### config.mk
export PLATFORM = sky130hd
export DESIGN_NAME = unite_controle
export DESIGN_NICKNAME = d
export VERILOG_FILES = /design/src/rtl/unite_controle.sv
export SDC_FILE = /design/constraint.sdc
export NUM_CORES = 1
export LEC_CHECK = 0
export CAP_MARGIN = 20
export CORE_ASPECT_RATIO = 0.75
export CORE_MARGIN = 10
export CORE_UTILIZATION = 44
export CTS_BUF_LIST = sky130_fd_sc_hd__clkbuf_8
export CTS_CLUSTER_SIZE = 25
export DETAILED_ROUTE_END_ITERATION = 12
export HOLD_SLACK_MARGIN = 0.08
export PLACE_DENSITY = 0.78
export SYNTH_ARGS = -nofsm -noshare
export SYNTH_HDL_FRONTEND = slang
export SYNTH_SLANG_ARGS = --single-unit
### constraint.sdc
create_clock -name clk -period 1.5 [get_ports clk]
set_input_delay 0.15 -clock clk [delete_from_list [all_inputs] [get_ports clk]]
set_output_delay 0.15 -clock clk [all_outputs]
set_load 0.01 [all_outputs]
### src/rtl/unite_controle.sv
// rtl/unite_controle.sv - instruction sequencer for the 16-bit accumulator processing unit
module unite_controle #(
  parameter int ADDR_W = 8
) (
  input  logic              clk,
  input  logic              rst_n,
  input  logic              ce,
  output logic [ADDR_W-1:0] mem_addr,
  output logic              mem_en,
  output logic              mem_we,
  input  logic [15:0]       mem_rdata,
  output logic              load_r1,
  output logic              load_accu,
  output logic              load_carry,
  output logic              clear_carry,
  output logic [2:0]        sel_ual,
  input  logic              carry_q,
  output logic              halted
);

  typedef enum logic [2:0] {
    S_FETCH  = 3'd0,
    S_DECODE = 3'd1,
    S_EXEC   = 3'd2,
    S_LOAD   = 3'd3,
    S_ALU    = 3'd4,
    S_HALT   = 3'd5
  } state_t;

  localparam logic [2:0] OP_NOR  = 3'b000;
  localparam logic [2:0] OP_ADD  = 3'b001;
  localparam logic [2:0] OP_SUB  = 3'b010;
  localparam logic [2:0] OP_STA  = 3'b011;
  localparam logic [2:0] OP_JCC  = 3'b100;
  localparam logic [2:0] OP_JMP  = 3'b101;
  localparam logic [2:0] OP_HALT = 3'b110;

  state_t            state_q, state_d;
  logic [ADDR_W-1:0] pc_q, pc_d;
  logic [15:0]       ir_q, ir_d;

  logic [2:0]        opcode;
  logic [ADDR_W-1:0] ir_addr;
  logic              unused_ir;

  assign opcode    = ir_q[15:13];
  assign ir_addr   = ir_q[ADDR_W-1:0];
  // Bits between the opcode and the address field carry no meaning.
  assign unused_ir = ^ir_q;

  // Strobes before the ce/reset gate.
  logic raw_en, raw_we, raw_r1, raw_accu, raw_carry, raw_clr;
  logic strobe_ok;

  // State register, program counter and instruction register.
  always_ff @(posedge clk or negedge rst_n) begin
    if (!rst_n) begin
      state_q <= S_FETCH;
      pc_q    <= '0;
      ir_q    <= '0;
    end else begin
      state_q <= state_d;
      pc_q    <= pc_d;
      ir_q    <= ir_d;
    end
  end

  // Next-state and PC/IR update; everything holds while ce is low.
  always_comb begin
    state_d = state_q;
    pc_d    = pc_q;
    ir_d    = ir_q;
    if (ce) begin
      case (state_q)
        S_FETCH:  state_d = S_DECODE;
        S_DECODE: begin
          ir_d    = mem_rdata;
          pc_d    = pc_q + ADDR_W'(1);
          state_d = S_EXEC;
        end
        S_EXEC: begin
          case (opcode)
            OP_NOR, OP_ADD, OP_SUB: state_d = S_LOAD;
            OP_JCC: begin
              if (!carry_q) pc_d = ir_addr;
              state_d = S_FETCH;
            end
            OP_JMP: begin
              pc_d    = ir_addr;
              state_d = S_FETCH;
            end
            OP_HALT: state_d = S_HALT;
            default: state_d = S_FETCH;
          endcase
        end
        S_LOAD:  state_d = S_ALU;
        S_ALU:   state_d = S_FETCH;
        S_HALT:  state_d = S_HALT;
        default: state_d = S_FETCH;
      endcase
    end
  end

  // Moore output decode; strobes are suppressed while ce is low or reset is asserted.
  always_comb begin
    mem_addr  = pc_q;
    raw_en    = 1'b0;
    raw_we    = 1'b0;
    raw_r1    = 1'b0;
    raw_accu  = 1'b0;
    raw_carry = 1'b0;
    raw_clr   = 1'b0;
    sel_ual   = 3'b000;
    halted    = 1'b0;
    case (state_q)
      S_FETCH: raw_en = 1'b1;
      S_EXEC: begin
        mem_addr = ir_addr;
        case (opcode)
          OP_NOR, OP_ADD, OP_SUB: raw_en = 1'b1;
          OP_STA: begin
            raw_en = 1'b1;
            raw_we = 1'b1;
          end
          OP_JCC:  raw_clr = carry_q;
          default: ;
        endcase
      end
      S_LOAD: raw_r1 = 1'b1;
      S_ALU: begin
        case (opcode)
          OP_ADD:  sel_ual = 3'b010;
          OP_SUB:  sel_ual = 3'b011;
          default: sel_ual = 3'b000;
        endcase
        raw_accu  = 1'b1;
        raw_carry = 1'b1;
      end
      S_HALT:  halted = 1'b1;
      default: ;
    endcase
    strobe_ok   = ce & rst_n;
    mem_en      = raw_en    & strobe_ok;
    mem_we      = raw_we    & strobe_ok;
    load_r1     = raw_r1    & strobe_ok;
    load_accu   = raw_accu  & strobe_ok;
    load_carry  = raw_carry & strobe_ok;
    clear_carry = raw_clr   & strobe_ok;
  end

endmodule

==> results of run 1 <==
[logic make-up (layout without fill, tap and decap cells)]
group | after synthesis | after routing | synth area share (%)
simple gates | 60 | 60 | 23.8
flops | 22 | 22 | 41.2
xor+xnor | 1 | 1 | 0.656
other cells | 1 | 1 | 0.281
buf+inv | 14 | 85 | 7.87
compound gates | 31 | 31 | 15.2
mux | 12 | 12 | 10.0
fa+ha+maj | 1 | 1 | 0.937
[registers in the layout, indices dropped and copies added (netlist names)]
signal,count
state_q,3
pc_q,8
ir_q,11
[placed cells by master, fill, tap and decap left out, drive strengths merged, types with 3 or more instances in the layout]
cell,Yosys,layout
nand3,3,3
dfrtp,22,22
nand2,32,32
a21oi,9,9
clkbuf,1,5
nor2,3,3
mux2,11,11
nand2b,3,3
buf,11,64
o21ai,8,8
clkdlybuf4s50,0,14
[worst register-to-register path, cell delays in order, from the launching register on]
cell and delay, ps:
dfrtp_1 490, ha_1 320, nand3_1 280, o21ai_0 310
nand2_1 100, a22o_1 190
[report_power, final]
group | internal [mW] | switching [mW]
Sequential | 0.888 | 0.424
Combinational | 1.95 | 1.69
Clock | 0.235 | 0.210
Total | 3.07 | 2.32
[layer usage]
layer  up-vias  GRT usage [%]  wire, um
li1        646              -         -
met1       727           18.4      2180
met2        96           32.3      2870
met3        30           4.45       490
met4         0           8.33       277
met5         -              0         0
[worst min-delay path by stage]
stage                       start  endpoint  slack, ps  depth (start not counted)
after global routing        rst_n   ir_q[6]        310                          2
after global placement    ir_q[6]   ir_q[6]        500                          1
after floorplan             rst_n   ir_q[0]       -150                          0
final                       rst_n   ir_q[6]        290                          2
after CTS                   rst_n   ir_q[6]        310                          2
after detailed placement  ir_q[1]   ir_q[1]        510                          1
[through the flow]
step	area, um2	cells	TNS [ps]	worst slack [ps]	utilization (%)
final	2390	251	-5800	-281	81.4
after CTS	2150	245	-5000	-251	73.4
after floorplan	1360	142	0	11.3	-
after global routing	2390	251	-7010	-367	81.4
after global placement	1810	225	-7980	-412	61.7
after detailed placement	1810	225	-8840	-439	61.7
[what timing repair did]
item | in CTS | in global routing
setup buffers | 14 | 9
setup endpoints to repair | 36 | 38
hold endpoints to repair | 0 | 0
gates resized for setup | 118 | 57
cloned | 3 | 0
pin swaps | 15 | 12
[area by class of cell]
cell class                 count  area, um2  area share, %
inverter                       2       7.51          0.314
sequential                    22        551           23.0
tap                           38       47.5           1.99
multi-input combinational    106        976           40.8
timing repair buffer          79        753           31.5
clock buffer                   4       55.1           2.30
==> results by group, run 1 <==
Status
  • Run status: complete, but fails checks
  • Violated checks: setup timing

Synth
  • Syn. warnings: 0
  • Synthesized cell area: 1340 um2
  • Mapped Avg Cell Area: 9.40 um2
  • Yosys cell types: 45
  • Synth cell count leaders: 32 x nand2_1, 22 x dfrtp_1, 11 x mux2_2, 9 x a21oi_1, 6 x o21ai_0
  • Yosys reg bits: 22
  • Largest area contributor in the netlist: dfrtp_1
  • Sequential-to-total area share from yosys stat: 41.2%
  • Post-synth EDFFs: 0
  • Top cells by area, synth: dfrtp_1 41%, mux2_2 9.3%, nand2_1 9.0%
  • Most common cell in the netlist: nand2_1
  • Synth Flop Type: dfrtp_1
  • Syn Inst Count: 142
  • Mapped Nets: 163
  • Ys async rst share: 100%
  • Share of the synthesized area in the top cell type: 41.2%

Worst setup path
  • WP data arrival: 1950 ps
  • Worst-case reg-to-reg path depth: 5
  • Required @ worst endpoint: 1670 ps
  • Maximum fanout along the worst path: 5
  • Crit path depth: 5
  • CP cell instances: ha_1 > nand3_1 > o21ai_0 > nand2_1 > a22o_1
  • Setup crit start: pc_q[1]
  • Critical path class: reg -> reg
  • Largest delay share family, worst path: compound AO/OA/AOI/OAI gates
  • Worst r2r dst: pc_q[6]
  • Slowest CP cell: dfrtp_1
  • Worst Setup EP: pc_q[6]
  • Startpoint type of the worst setup path: flop
  • R2R Path Start: pc_q[1]
  • Reg-to-reg slack, setup: -280 ps
  • Peak per-stage delay on the critical path: 490 ps
  • WP buf/inv: 0
  • Setup crit end kind: flop

Pwr
  • Worst VDD drop: 1.15 mV
  • Pwr Total: 5.40 mW
  • Pwr/cell area: 2260 nW/um2
  • Leakage: 1.12 nW

Timing
  • Setup WS post-layout: -281 ps
  • Final setup fails: 35
  • Post-layout min period: 1780 ps
  • Worst Skew: 19.2 ps
  • Final hold vios: 0
  • Max Freq: 0.562 GHz
  • RSZ-0062 raised after global routing: true
  • Max-slew violations: 0
  • Final period util: 119%
  • Min Hold Slack: 289 ps

CTS
  • Worst-path clk slew: 100 ps
  • CTS tree: built
  • Hold buffer count at cts: 0
  • Deepest clock path buffer count: 2
  • Clk sinks: 22
  • Num CTS Buffers: 3
  • H-tree depth: 1
  • CTS root buf: clkbuf_8
  • Worst-Skew Late Latency: 280 ps

Place
  • Port buffer count: 31
  • Gp weighted congestion: 0.859
  • Placed wire-length estimate: 2650 um

Global route
  • Vias in the first global route: 1510
  • First-pass GRT wire length: 7830 um
  • Initial antenna violation count: 0
  • GR Overflow Total: 0
  • Largest net degree at the start of global routing: 24
  • Tot GR Track Use: 17.3%

Floorplan
  • IO Count: 38
  • Initial Util: 45.5%
  • Row cnt: 17
  • Core area: 2940 um2
  • Die H: 67.7 um
  • Die W: 83.6 um
  • DIE AREA: 5660 um2

Final layout
  • Final #Nets: 235
  • Antenna fix cells: 0
  • Share of layout cells above drive strength 1: 57.7%
  • Fillers: 141
  • Area added between synthesis and finish: 79.0%

Drt
  • Final ANT Viol Nets: 0
  • WL/cell: 23.2 um
  • DR iter-0 viols: 178
  • Pre-antenna DRT Iters: 4
  • Routed WL: 5820 um
  • Via Count: 1499
  • Vias/cell: 5.97
  • DRC Markers: 0

Worst hold path
  • Worst hold path class: in -> async

Job
  • Max_cap viols: 0
No activity file was read; power rests on OpenSTA's default activity.
==> run 2, diff against run 1 <==
--- a/config.mk
+++ b/config.mk
@@ -5,7 +5,6 @@
 export SDC_FILE = /design/constraint.sdc
 export NUM_CORES = 1
 export LEC_CHECK = 0
-export CAP_MARGIN = 20
 export CORE_ASPECT_RATIO = 0.75
 export CORE_MARGIN = 10
 export CORE_UTILIZATION = 44
==> results of run 2 <==
The final DEF is identical to that of run 1; final timing and power are the same.
==> run 3, diff against run 2 <==
--- a/config.mk
+++ b/config.mk
@@ -11,8 +11,10 @@
 export CTS_BUF_LIST = sky130_fd_sc_hd__clkbuf_8
 export CTS_CLUSTER_SIZE = 25
 export DETAILED_ROUTE_END_ITERATION = 12
+export GPL_ROUTABILITY_DRIVEN = 0
 export HOLD_SLACK_MARGIN = 0.08
 export PLACE_DENSITY = 0.78
+export SKIP_CTS_REPAIR_TIMING = 1
 export SYNTH_ARGS = -nofsm -noshare
 export SYNTH_HDL_FRONTEND = slang
 export SYNTH_SLANG_ARGS = --single-unit
==> results by group, run 3 (synthesis results as in run 1) <==
Timing
  • Final setup fails: 32 (was 35)
  • Worst Skew: 13.2 ps (was 19.2 ps)
  • Max Freq: 0.577 GHz (was 0.562 GHz)
  • Min Hold Slack: 292 ps (was 289 ps)
  • Setup WS post-layout: -232 ps (was -281 ps)
  • Final period util: 115% (was 119%)
  • Final hold vios: 0 (unchanged)
  • Post-layout min period: 1730 ps (was 1780 ps)
  • Max-slew violations: 0 (unchanged)
  • RSZ-0062 raised after global routing: true (unchanged)

Pwr
  • Worst VDD drop: 0.982 mV (was 1.15 mV)
  • Leakage: 0.958 nW (was 1.12 nW)
  • Pwr/cell area: 2080 nW/um2 (was 2260 nW/um2)

CTS
  • Worst-path clk slew: 80 ps (was 100 ps)
  • Clk sinks: 22 (unchanged)
  • Num CTS Buffers: 3 (unchanged)
  • CTS tree: built (unchanged)
  • Worst-Skew Late Latency: 270 ps (was 280 ps)
  • H-tree depth: 1 (unchanged)
  • Deepest clock path buffer count: 2 (unchanged)
  • CTS root buf: clkbuf_8 (unchanged)

Worst setup path
  • Critical path class: reg -> out (was reg -> reg)
  • Maximum fanout along the worst path: 3 (was 5)
  • Required @ worst endpoint: 1350 ps (was 1670 ps)
  • WP data arrival: 1580 ps (was 1950 ps)
  • Peak per-stage delay on the critical path: 450 ps (was 490 ps)
  • Crit path depth: 4 (was 5)
  • Slowest CP cell: or3b_4 (was dfrtp_1)
  • Worst-case reg-to-reg path depth: 7 (was 5)
  • Setup crit end kind: output pin (was flop)
  • WP buf/inv: 2 (was 0)
  • R2R Path Start: state_q[0] (was pc_q[1])
  • Reg-to-reg slack, setup: -190 ps (was -280 ps)
  • Largest delay share family, worst path: simple AND/OR/NAND/NOR gates (was compound AO/OA/AOI/OAI gates)
  • CP cell instances: or3b_4 > buf_6 > nor3_4 > buf_2 (was ha_1 > nand3_1 > o21ai_0 > nand2_1 > a22o_1)
  • Startpoint type of the worst setup path: flop (unchanged)
  • Worst r2r dst: pc_q[7] (was pc_q[6])

Drt
  • Pre-antenna DRT Iters: 4 (unchanged)
  • Vias/cell: 5.50 (was 5.97)
  • WL/cell: 16.7 um (was 23.2 um)
  • Final ANT Viol Nets: 0 (unchanged)
  • DRC Markers: 0 (unchanged)
  • Via Count: 1297 (was 1499)
  • DR iter-0 viols: 126 (was 178)
  • Routed WL: 3940 um (was 5820 um)

Final layout
  • Antenna fix cells: 0 (unchanged)
  • Final #Nets: 220 (was 235)
  • Fillers: 207 (was 141)
  • FF+latch area: 551 um2 (unchanged)
  • Commonest non-fill, non-tap cell in the layout: nand2_1 (was buf_4)
  • Multi-input logic area: 815 um2 (was 976 um2)
  • Area added between synthesis and finish: 52.2% (was 79.0%)
  • Share of layout cells above drive strength 1: 47.0% (was 57.7%)
  • Most frequent cells in the layout: 28 x nand2_1, 22 x dfrtp_1, 21 x buf_4 (was 26 x buf_4, 22 x dfrtp_1, 20 x buf_6)
  • Number of flip-flops in the largest register: 11 (unchanged)
  • Util after Layout: 69.2% (was 81.4%)
  • Largest regs: ir_q: 11 flops, pc_q: 8 flops, state_q: 3 flops (unchanged)
  • Largest Register: ir_q (unchanged)

Place
  • Placed wire-length estimate: 2650 um (unchanged)
  • Port buffer count: 31 (unchanged)
  • Placement Setup Slack: -439 ps (unchanged)

Global route
  • Largest net degree at the start of global routing: 24 (unchanged)
  • Vias in the first global route: 1265 (was 1510)
  • Initial antenna violation count: 0 (unchanged)
  • Tot GR Track Use: 12.5% (was 17.3%)
  • GR Overflow Total: 0 (unchanged)
  • First-pass GRT wire length: 5960 um (was 7830 um)

Status
  • Violated checks: setup timing (unchanged)
  • Run status: complete, but fails checks (unchanged)

Floorplan
  • Die W: 83.6 um (unchanged)
  • Core area: 2940 um2 (unchanged)
  • Initial Util: 45.5% (unchanged)
  • DIE AREA: 5660 um2 (unchanged)
  • IO Count: 38 (unchanged)
  • Die H: 67.7 um (unchanged)
  • Row cnt: 17 (unchanged)

Worst hold path
  • Worst hold path class: in -> async (unchanged)

Job
  • Max_cap viols: 0 (unchanged)
[run 3: cell types whose count changed in the layout (fill, tap and decap cells not counted), sizes merged]
cell / before / now
buf: 64 / 40
clkbuf: 5 / 13
dlymetal6s2s: 0 / 1
[run 3: where the power goes]
part,total (mW),internal (mW),switching [mW]
combinational,2.60,1.36,1.24
sequential,1.20,0.890,0.311
clock,0.427,0.234,0.193
total,4.22,2.48,1.74
[run 3: metal layers]
layer	part of all wire (%)	routed length, um	vias up	track usage [%]
li1	-	-	611	-
met1	40	1570	650	14.0
met2	53	2100	32	23.3
met3	5.8	229	4	3.61
met4	0.99	39	0	3.13
met5	0	0	-	0
[run 3: worst reg2reg max path: cells and delay by family, from the launching register on]
kind / cells / cell delay [ps]
AOI/OAI and AO/OA: 3 / 510
buffers and inverters: 3 / 410
DFF: 1 / 400
and+or+nand+nor: 1 / 240
[run 3: worst max path at each step]
stage / start / endpoint / slack (ps)
final: state_q[2] / mem_we / -230
after global routing: state_q[2] / mem_addr[0] / -280
after CTS: state_q[2] / mem_we / -650
after detailed placement: rst_n / load_r1 / -440
after global placement: rst_n / load_r1 / -410
after floorplan: state_q[2] / ir_q[13] / 10
[run 3: area by class of cell]
class	count	share of cell area, %
Inverter	2	0.369
Tap cell	38	2.34
Multi-Input combinational cell	106	40.1
Clock buffer	4	2.71
Sequential cell	22	27.1
Timing Repair Buffer	64	27.4
[run 3: stage by stage]
stage                     setup TNS [ps]  cells  instance area (um2)  power [mW]
after detailed placement           -8840    225                 1810        3.35
after CTS                         -10650    229                 1870        3.79
after floorplan                        0    142                 1360        2.43
final                              -3220    236                 2030        4.22
after global routing               -5150    236                 2030        4.54
after global placement             -7980    225                 1810        3.26
